===== src/rtl/alu_pkg.sv =====
// Shared definitions for the ALU result-commit path: opcodes, classes, fields, FSM states.
// Latency: n/a (package only).
// Backpressure: n/a (package only).
package alu_pkg;

    // Instruction field positions
    localparam int OPC_MSB  = 31;
    localparam int OPC_LSB  = 26;
    localparam int RDST_MSB = 25;
    localparam int RDST_LSB = 21;

    // The 16 defined opcodes; everything from 6'b010000 upward is illegal
    localparam logic [5:0] OP_MOV = 6'b000000;
    localparam logic [5:0] OP_LD  = 6'b000001;
    localparam logic [5:0] OP_ST  = 6'b000010;
    localparam logic [5:0] OP_XFR = 6'b000011;
    localparam logic [5:0] OP_ADD = 6'b000100;
    localparam logic [5:0] OP_SUB = 6'b000101;
    localparam logic [5:0] OP_AND = 6'b000110;
    localparam logic [5:0] OP_MUL = 6'b000111;
    localparam logic [5:0] OP_DIV = 6'b001000;
    localparam logic [5:0] OP_OR  = 6'b001001;
    localparam logic [5:0] OP_XOR = 6'b001010;
    localparam logic [5:0] OP_NOT = 6'b001011;
    localparam logic [5:0] OP_SHL = 6'b001100;
    localparam logic [5:0] OP_SHR = 6'b001101;
    localparam logic [5:0] OP_CMP = 6'b001110;
    localparam logic [5:0] OP_INC = 6'b001111;

    // Writeback class of an opcode
    typedef enum logic [1:0] {
        CLS_WB1  = 2'd0,
        CLS_WB2  = 2'd1,
        CLS_NOWB = 2'd2,
        CLS_ILL  = 2'd3
    } op_class_t;

    // Commit FSM states
    typedef enum logic [1:0] {
        ST_IDLE  = 2'd0,
        ST_WR_LO = 2'd1,
        ST_WR_HI = 2'd2
    } wb_state_t;

    // True for classes that produce at least one register-file write
    function automatic logic is_write_class(input op_class_t cls);
        return (cls == CLS_WB1) || (cls == CLS_WB2);
    endfunction

endpackage


===== src/rtl/wb_opclass.sv =====
// Maps a 6-bit opcode to its writeback class; shared with hazard logic.
// Latency: purely combinational.
// Backpressure: none.
module wb_opclass
    import alu_pkg::*;
(
    input  logic [5:0] opcode,
    output op_class_t  op_class
);

    // Classify: WB2 for mul/div, NOWB for memory transfers, ILL above the defined range
    always_comb begin
        op_class = CLS_ILL;
        if (opcode[5:4] == 2'b00) begin
            case (opcode)
                OP_MUL, OP_DIV:        op_class = CLS_WB2;
                OP_LD, OP_ST, OP_XFR:  op_class = CLS_NOWB;
                default:               op_class = CLS_WB1;
            endcase
        end
    end

endmodule


===== src/rtl/alu_writeback.sv =====
// Commits ALU results to the register file: one byte write, or two for mul/div.
// Latency: low byte 1 cycle after acceptance, high byte 2 cycles after.
// Backpressure: in_ready low while a wide write is in flight (WR_LO of WB2, WR_HI).
module alu_writeback
    import alu_pkg::*;
#(
    parameter int CNT_W = 16
) (
    input  logic             clk,
    input  logic             reset,
    input  logic             in_valid,
    output logic             in_ready,
    input  logic [31:0]      instruction,
    input  logic [15:0]      out,
    output logic             rf_we,
    output logic [4:0]       rf_addr,
    output logic [7:0]       rf_wdata,
    output logic             zero,
    output logic             illegal,
    output logic [CNT_W-1:0] retired
);

    wb_state_t  state, state_nxt;
    op_class_t  new_cls;
    op_class_t  held_cls;
    logic [4:0] held_rdst;
    logic [15:0] held_out;
    logic       accept;

    wb_opclass u_opclass (
        .opcode   (instruction[OPC_MSB:OPC_LSB]),
        .op_class (new_cls)
    );

    // Ready depends on state only, so upstream can never form a comb loop through us
    assign in_ready = (state == ST_IDLE) || (state == ST_WR_LO && held_cls == CLS_WB1);
    assign accept   = in_valid && in_ready;

    // State register
    always_ff @(posedge clk) begin
        if (!reset) state <= ST_IDLE;
        else        state <= state_nxt;
    end

    // Next state and register-file write port
    always_comb begin
        state_nxt = state;
        rf_we     = 1'b0;
        rf_addr   = 5'd0;
        rf_wdata  = 8'd0;
        case (state)
            ST_IDLE: begin
                if (accept && is_write_class(new_cls)) state_nxt = ST_WR_LO;
            end
            ST_WR_LO: begin
                rf_we    = 1'b1;
                rf_addr  = held_rdst;
                rf_wdata = held_out[7:0];
                if (held_cls == CLS_WB2)                       state_nxt = ST_WR_HI;
                else if (accept && is_write_class(new_cls))    state_nxt = ST_WR_LO;
                else                                           state_nxt = ST_IDLE;
            end
            ST_WR_HI: begin
                rf_we     = 1'b1;
                rf_addr   = held_rdst + 5'd1;
                rf_wdata  = held_out[15:8];
                state_nxt = ST_IDLE;
            end
            default: state_nxt = ST_IDLE;
        endcase
    end

    // Holding registers: capture the accepted op; in WR_LO the old op is already on the port
    always_ff @(posedge clk) begin
        if (!reset) begin
            held_cls  <= CLS_WB1;
            held_rdst <= 5'd0;
            held_out  <= 16'd0;
        end else if (accept) begin
            held_cls  <= new_cls;
            held_rdst <= instruction[RDST_MSB:RDST_LSB];
            held_out  <= out;
        end
    end

    // Status: zero follows the committed (held) result, retired/illegal follow acceptances
    always_ff @(posedge clk) begin
        if (!reset) begin
            zero    <= 1'b0;
            illegal <= 1'b0;
            retired <= '0;
        end else begin
            if (state == ST_WR_LO) begin
                if (held_cls == CLS_WB2) zero <= (held_out == 16'd0);
                else                     zero <= (held_out[7:0] == 8'd0);
            end
            if (accept) begin
                retired <= retired + CNT_W'(1);
                if (new_cls == CLS_ILL) illegal <= 1'b1;
            end
        end
    end

endmodule


===== config.mk =====
export PLATFORM = sky130hd
export DESIGN_NAME = alu_writeback
export DESIGN_NICKNAME = d
export VERILOG_FILES = /design/src/rtl/alu_pkg.sv /design/src/rtl/wb_opclass.sv /design/src/rtl/alu_writeback.sv
export SDC_FILE = /design/constraint.sdc
export NUM_CORES = 1
export LEC_CHECK = 0
export ABC_CLOCK_PERIOD_IN_PS = 2800
export CORE_UTILIZATION = 43
export DETAILED_ROUTE_END_ITERATION = 10
export GPL_ROUTABILITY_DRIVEN = 0
export PLACE_DENSITY = 0.8
export SYNTH_ARGS = -nofsm -noshare
export SYNTH_HDL_FRONTEND = slang
export SYNTH_SLANG_ARGS = --single-unit

===== constraint.sdc =====
create_clock -name clk -period 2.8 [get_ports clk]
set_clock_uncertainty 0.2 [all_clocks]
set_input_delay 0.56 -clock clk [delete_from_list [all_inputs] [get_ports clk]]
set_output_delay 0.56 -clock clk [all_outputs]
set_load 0.005 [all_outputs]

==> metrics.txt, run 1 <==
CP endpoint kind=primary output; num rows=25; RSZ-0062 raised after global routing=true; DIE WIDTH=71.79 µm; worst vdd ir=~0.00037 V; largest net degree at the start of global routing=24; #FFs+latches synth=43; Peak Freq=roughly 370 MHz; die area=approximately 5200 µm²; number of synthesized flops with an enable pin=0; Post-Place Cell Area=approximately 2800 µm²; initial antenna violation count=0; H-tree Lvls=2; First DRT Iteration DRCs=approximately 170; CP bufs+invs=3; Initial Utilization=44.64%; Layout fillers=between 400 and 500; Final Hold Vio Count=0; CTS Buf Count=5; wire length per cell=approximately 13 µm; drt drc=0; Final min period=2.728 ns; Setup Crit Path Kind=flip-flop to primary output; status=finished, final reports clean; 1st-pass router iterations=4; CP cell instances=inv_1, ha_2, buf_4, a22oi_1, nor2b_1, clkdlybuf4s50_1; Synth Instances=256; via count=2076; clk root buf=clkbuf_8; vias per cell=5.536; n_diodes=0; Leak=1.009 nW; Final WS setup=0.07204 ns; layout cells sized above 1=8.100%; TritonCTS clock tree=built; clock slew at reported path FFs=0.08 ns; CP Launch Type=flip-flop; critical path peak fanout=11; Netlist cell types=43; Chip Height=between 70 and 80 µm; vias in the first global route=about 1900; CP delay by family, top=buffers and inverters; Largest stage delay, worst path=0.51 ns; core area=4692 µm²; Syn-to-layout area delta=40.02%; post-route cell area=2933 µm²; maximum clock insertion buffer count=2; worst-margin pin slew=0.4103 ns; final WL=5.022 mm; Place WS=around 0.4 ns; Remaining Overflow, GRT=0; dpl hpwl=3.563 mm; Top FF cell, synth=dfxtp_1; FFs w/ async S/R, synth=0%; Pwr per Cell Area=454.0 nW/µm²; IO buf count=62; maxcap violations=0; syn_area_per_cell=8.182 µm²; crit path DAT=1.97 ns; fin crit share=97.43%; Seq/Total Area, Yosys=between 40 and 50%; Routed Antenna Nets=0; nets@finish=376; class of the worst hold path=flip-flop to flip-flop; yosys warns=0; CP max stage cell=clkdlybuf4s50_1; pins over their slew limit=0; Worst EP required=2.04 ns; Ports=84; Finish-stage setup viols=0; Mapped Area=roughly 2100 µm²; first-pass GRT wire length=8.569 mm; clock sink count=43; Slew headroom=72.64%; net count after synthesis=312; global-route usage over all layers=20.86%; Post-CTS Hold Buffers=0; Worst-Skew Late Latency=0.29 ns
[cells in the final DEF (no fill, tap or decap), types with 6 or more instances in the layout]
cell type	instances
a21oi_1	35
a22oi_1	9
buf_4	10
clkbuf_8	6
clkdlybuf4s50_1	62
dfxtp_1	43
nand2_1	50
nand3_1	6
nor2_1	9
nor2b_1	10
o31ai_1	7
or4_1	8
[sequential cells by signal, summed over array words and instances, names as in the netlist]
name,cells
held_out,16
held_cls,2
retired,16
held_rdst,5
zero,1
state,2
illegal,1
[final cells by class]
cell class,instances,area [µm²],share of cell area (%)
Clock inverter,2,35.03,1.195
Multi-Input combinational cell,193,1172,39.97
Sequential cell,43,860.8,29.35
Inverter,5,18.77,0.6399
Timing Repair Buffer,72,695.7,23.72
Tap cell,54,67.56,2.304
Clock buffer,6,82.58,2.816
[power breakdown]
group,leakage [nW],switching [mW],internal [mW]
Clock,0.0612,0.204,0.289
Sequential,0.352,0.0265,0.639
Combinational,0.596,0.0782,0.0959
Total,1.01,0.308,1.02
[cell usage after synthesis (2+ instances only)]
| library cell | n | share of area, % |
|---|---|---|
| or4_1 | 8 | 2.9 |
| nor4_1 | 3 | 0.90 |
| nand3_1 | 6 | 1.4 |
| o21a_1 | 2 | 0.72 |
| o21ai_0 | 5 | 1.2 |
| inv_1 | 5 | 0.90 |
| a22oi_1 | 9 | 3.2 |
| a21oi_1 | 35 | 8.4 |
| clkbuf_1 | 12 | 2.2 |
| nor2_1 | 9 | 1.6 |
| dfxtp_1 | 43 | 41 |
| nand2b_1 | 3 | 0.90 |
| o31ai_1 | 7 | 2.5 |
| and2_1 | 2 | 0.60 |
| xor2_1 | 4 | 1.7 |
| or3_1 | 2 | 0.60 |
| o211ai_1 | 3 | 1.1 |
| nand2_1 | 50 | 9.0 |
| and4_1 | 3 | 1.3 |
| buf_2 | 3 | 0.72 |
| ha_1 | 5 | 3.0 |
| nor2b_1 | 10 | 3.0 |
| nand4b_1 | 3 | 1.3 |
| nor3b_1 | 2 | 0.72 |
| nand4_1 | 2 | 0.60 |
| xnor2_1 | 2 | 0.84 |
| a41oi_1 | 2 | 0.84 |
[final timing paths]
kind	start	to	slack [ns]	depth (start not counted)
max	state[1]	rf_wdata[6]	0.07	6
min	illegal	illegal	0.27	1
max reg2reg	state[1]	held_rdst[1]	0.53	8
min reg2reg	illegal	illegal	0.27	1
[metrics by stage]
| stage | setup TNS [ns] | power, mW | util, % | cells | hold slack (ns) |
|---|---|---|---|---|---|
| global route | -0.1414 | 1.395 | 62.51 | 375 | 0.2952 |
| floorplan | 0 | 0.7621 | - | 256 | 0.2440 |
| global placement | 0 | 0.8469 | 59.63 | 367 | 0.2577 |
| finish | 0 | 1.332 | 62.51 | 375 | 0.2724 |
| CTS | 0 | 1.340 | 62.13 | 375 | 0.2743 |
| detailed placement | 0 | 0.8514 | 59.63 | 367 | 0.2561 |
[layer usage]
metal  vias to the layer above  track usage, %  share of wire, %
met3                         5           3.516               3.4
met2                        40           33.65                48
li1                       1053               -                 -
met5                         -               0                 0
met1                       978           28.02                47
met4                         0           7.843               1.1
[timing repair]
item | 4_1_cts | 5_1_grt
setup buffers | 0 | 0
setup endpoints to repair | 0 | 12
resized for setup | 0 | 4
[worst register-to-register path, delay by kind of cell, from the launching register on]
family | cells | cell delay [ns]
adder cells (fa/ha/maj) | 1 | 0.26
AO/OA/AOI/OAI | 2 | 0.46
buffers and inverters | 3 | 0.63
flip-flops | 1 | 0.34
AND/OR/NAND/NOR | 2 | 0.33
[kinds of logic (layout without fill, tap and decap cells)]
logic type / Yosys count / count (layout) / share of synthesized area (%)
XOR/XNOR: 6 / 6 / 2.509
AND/OR/NAND/NOR: 108 / 108 / 26.76
multiplexers: 1 / 1 / 0.5376
AO/OA/AOI/OAI: 73 / 73 / 22.34
adder cells (fa/ha/maj): 5 / 5 / 2.987
buffers and inverters: 20 / 85 / 3.763
flip-flops: 43 / 43 / 41.10
No activity file was read; power rests on OpenSTA's default activity.
==> run 2: changes to the inputs <==
--- a/config.mk
+++ b/config.mk
@@ -9,7 +9,9 @@
 export CORE_UTILIZATION = 43
 export DETAILED_ROUTE_END_ITERATION = 10
 export GPL_ROUTABILITY_DRIVEN = 0
+export GPL_TIMING_DRIVEN = 0
 export PLACE_DENSITY = 0.8
+export SETUP_SLACK_MARGIN = 0.5
 export SYNTH_ARGS = -nofsm -noshare
 export SYNTH_HDL_FRONTEND = slang
 export SYNTH_SLANG_ARGS = --single-unit
==> run 2 against run 1 <==
- global-route usage grew 2.3 points
- flip-flop and latch count is the same
- worst hold slack gained 0.0075 ns
- maximum frequency grew 14%
- combinational power grew 16%
- highest routed layer unchanged
- critical endpoint is now in_ready
- largest power group unchanged
- largest cell class unchanged
- first-iteration DRC count grew 2.4%
- clock-buffer cell count is the same
- sequential share of layout area shrank 1.9 points
==> metrics.txt, run 2 (same netlist as run 1, synthesis figures left out) <==
Chip Height=71.79 µm (unchanged); clock slew at reported path FFs=0.08 ns (about the same); worst reg2reg endpoint=retired[10] (was held_rdst[1]); crit path from=state[1] (unchanged); nets@finish=395 (was 376); CP Launch Type=flip-flop (unchanged); IO buf count=61 (was 62); Remaining Overflow, GRT=0 (unchanged); n_diodes=0 (unchanged); r2r worst-path depth=9 (was 8); Place WS=0.03674 ns (was 0.3909 ns); num rows=25 (unchanged); die area=5154 µm² (unchanged); startpoint of the worst hold path=illegal (unchanged); Final min period=2.390 ns (was 2.728 ns); via count=2295 (was 2076); Ports=84 (unchanged); layout cells sized above 1=22.06% (was 8.100%); Routed Antenna Nets=0 (unchanged); CP cell instances=inv_4, ha_4, buf_6, buf_6, nor3b_4, or2_4, buf_6 (was inv_1, ha_2, buf_4, a22oi_1, nor2b_1, clkdlybuf4s50_1); global-route usage over all layers=23.17% (was 20.86%); Largest stage delay, worst path=0.38 ns (was 0.51 ns); dpl hpwl=3.849 mm (was 3.563 mm); TritonCTS clock tree=built (unchanged); 1st-pass router iterations=5 (was 4); Final Hold Vio Count=0 (unchanged); Slew headroom=59.82% (was 72.64%); drt drc=0 (unchanged); vias in the first global route=1982 (was 1893); final WL=6.217 mm (was 5.022 mm); Leak=1.163 nW (was 1.009 nW); r2r setup slk=0.44 ns (was 0.53 ns); Final WS setup=0.4100 ns (was 0.07204 ns); pins over their slew limit=0 (unchanged); CTS Buf Count=5 (unchanged); critical path peak fanout=5 (was 11); Crit path top cell by count=buf_6; H-tree Lvls=2 (unchanged); maximum clock insertion buffer count=2 (unchanged); wire length per cell=15.78 µm (was 13.39 µm); Post-Place Cell Area=2773 µm² (was 2798 µm²); Setup Crit Path Kind=flip-flop to primary output (unchanged); First DRT Iteration DRCs=171 (was 167); fin crit share=85.36% (was 97.43%); Syn-to-layout area delta=51.49% (was 40.02%); worst vdd ir=0.0002927 V (was 0.0003725 V); vias per cell=5.825 (was 5.536); Largest regs=held_out (16), retired (16), held_rdst (5) (unchanged); most common cell after layout, fill and taps aside=nand2_1 (was clkdlybuf4s50_1); Pwr per Cell Area=432.2 nW/µm² (was 454.0 nW/µm²); class of the worst hold path=flip-flop to flip-flop (unchanged); CP endpoint kind=primary output (unchanged); clk root buf=clkbuf_8 (unchanged); Worst-Skew Late Latency=0.29 ns (about the same); crit path DAT=1.63 ns (was 1.97 ns); first-pass GRT wire length=9.342 mm (was 8.569 mm); post-route cell area=3173 µm² (was 2933 µm²); fin cells=394 (was 375); clock sink count=43 (unchanged); initial antenna violation count=0 (unchanged); worst reg2reg path startpoint=state[1] (unchanged); RSZ-0062 raised after global routing=true (unchanged); timing endpoint of the critical path=in_ready (was rf_wdata[6]); core area=4692 µm² (unchanged); placed insts=371 (was 367); largest net degree at the start of global routing=14 (was 24); most frequent cells in the layout=nand2_1 (50), clkdlybuf4s50_1 (45), dfxtp_1 (40), a21oi_1 (33), buf_4 (12) (was clkdlybuf4s50_1 (62), nand2_1 (50), dfxtp_1 (43), a21oi_1 (35)); Initial Utilization=44.64% (unchanged); Finish-stage setup viols=0 (unchanged); status=finished, final reports clean (unchanged); setup TNS=0 ns (unchanged); Layout fillers=372 (was 422); maxcap violations=0 (unchanged); Pwr Total=1.371 mW (was 1.332 mW); worst-margin pin slew=0.5934 ns (was 0.4103 ns); Worst EP required=2.04 ns (about the same); Peak Freq=418.4 MHz (was 366.6 MHz); DIE WIDTH=71.79 µm (unchanged); CP max stage cell=dfxtp_4 (was clkdlybuf4s50_1)
run 2: cell types whose count changed in the layout (fill, tap and decap cells not counted), moves of 3 or more:
cell	change
clkdlybuf4s50_1	-17
a22oi_2	+6
clkbuf_1	+6
buf_6	+6
clkbuf_2	+10
nor2b_2	+4
dfxtp_1	-3
nor2b_1	-4
dlygate4sd2_1	+3
a22oi_1	-6
run 2: through the flow:
stage	util (%)	hold WS (ns)
6_report	67.63	0.2799
5_1_grt	67.63	0.3050
4_1_cts	64.51	0.2760
3_5_place_dp	59.09	0.2622
3_3_place_gp	59.09	0.2587
2_1_floorplan	-	0.2440
run 2: power by group:
| part | switching, mW | leakage, nW | internal, mW |
|---|---|---|---|
| clock | 0.211 | 0.0612 | 0.289 |
| combinational | 0.0919 | 0.748 | 0.109 |
| sequential | 0.0335 | 0.353 | 0.638 |
run 2: worst max-delay path, delay by kind of cell (launching register included):
family	cells	cell delay (ns)
buffers and inverters	4	0.40
adder cells (fa/ha/maj)	1	0.16
AND/OR/NAND/NOR	2	0.39
flip-flops	1	0.38
run 2: worst min-delay path by stage:
stage,cells past startpoint,slack (ns),endpoint
6_report,1,0.28,illegal
5_1_grt,2,0.31,held_out[14]
4_1_cts,2,0.28,held_rdst[4]
3_5_place_dp,1,0.26,illegal
3_3_place_gp,2,0.26,held_out[3]
2_1_floorplan,2,0.24,held_out[6]
run 2: metal layers:
metal	vias up	global-route usage [%]	share of wire, %
met5	-	0	0
met4	0	10.46	2.5
met3	22	3.657	5.8
met2	97	36.90	49
met1	1090	31.03	43
li1	1086	-	-
run 2: cell type report:
class                   count  area [µm²]  area share, %
plain buffers              15       105.1          3.312
repair buffers             76       694.4          21.88
multi-input cells         193        1292          40.73
inverters                   5       26.28         0.8281
flip-flops and latches     43       869.6          27.41
clock inverters             2       35.03          1.104
clock buffers               6       82.58          2.603
well taps                  54       67.56          2.129
run 2: what timing repair did:
action                     in CTS  in global routing
pin swaps                       5                 11
hold buffers                    0                  0
resized for setup              53                 56
buffers inserted                6                  9
setup endpoints to repair      38                 45
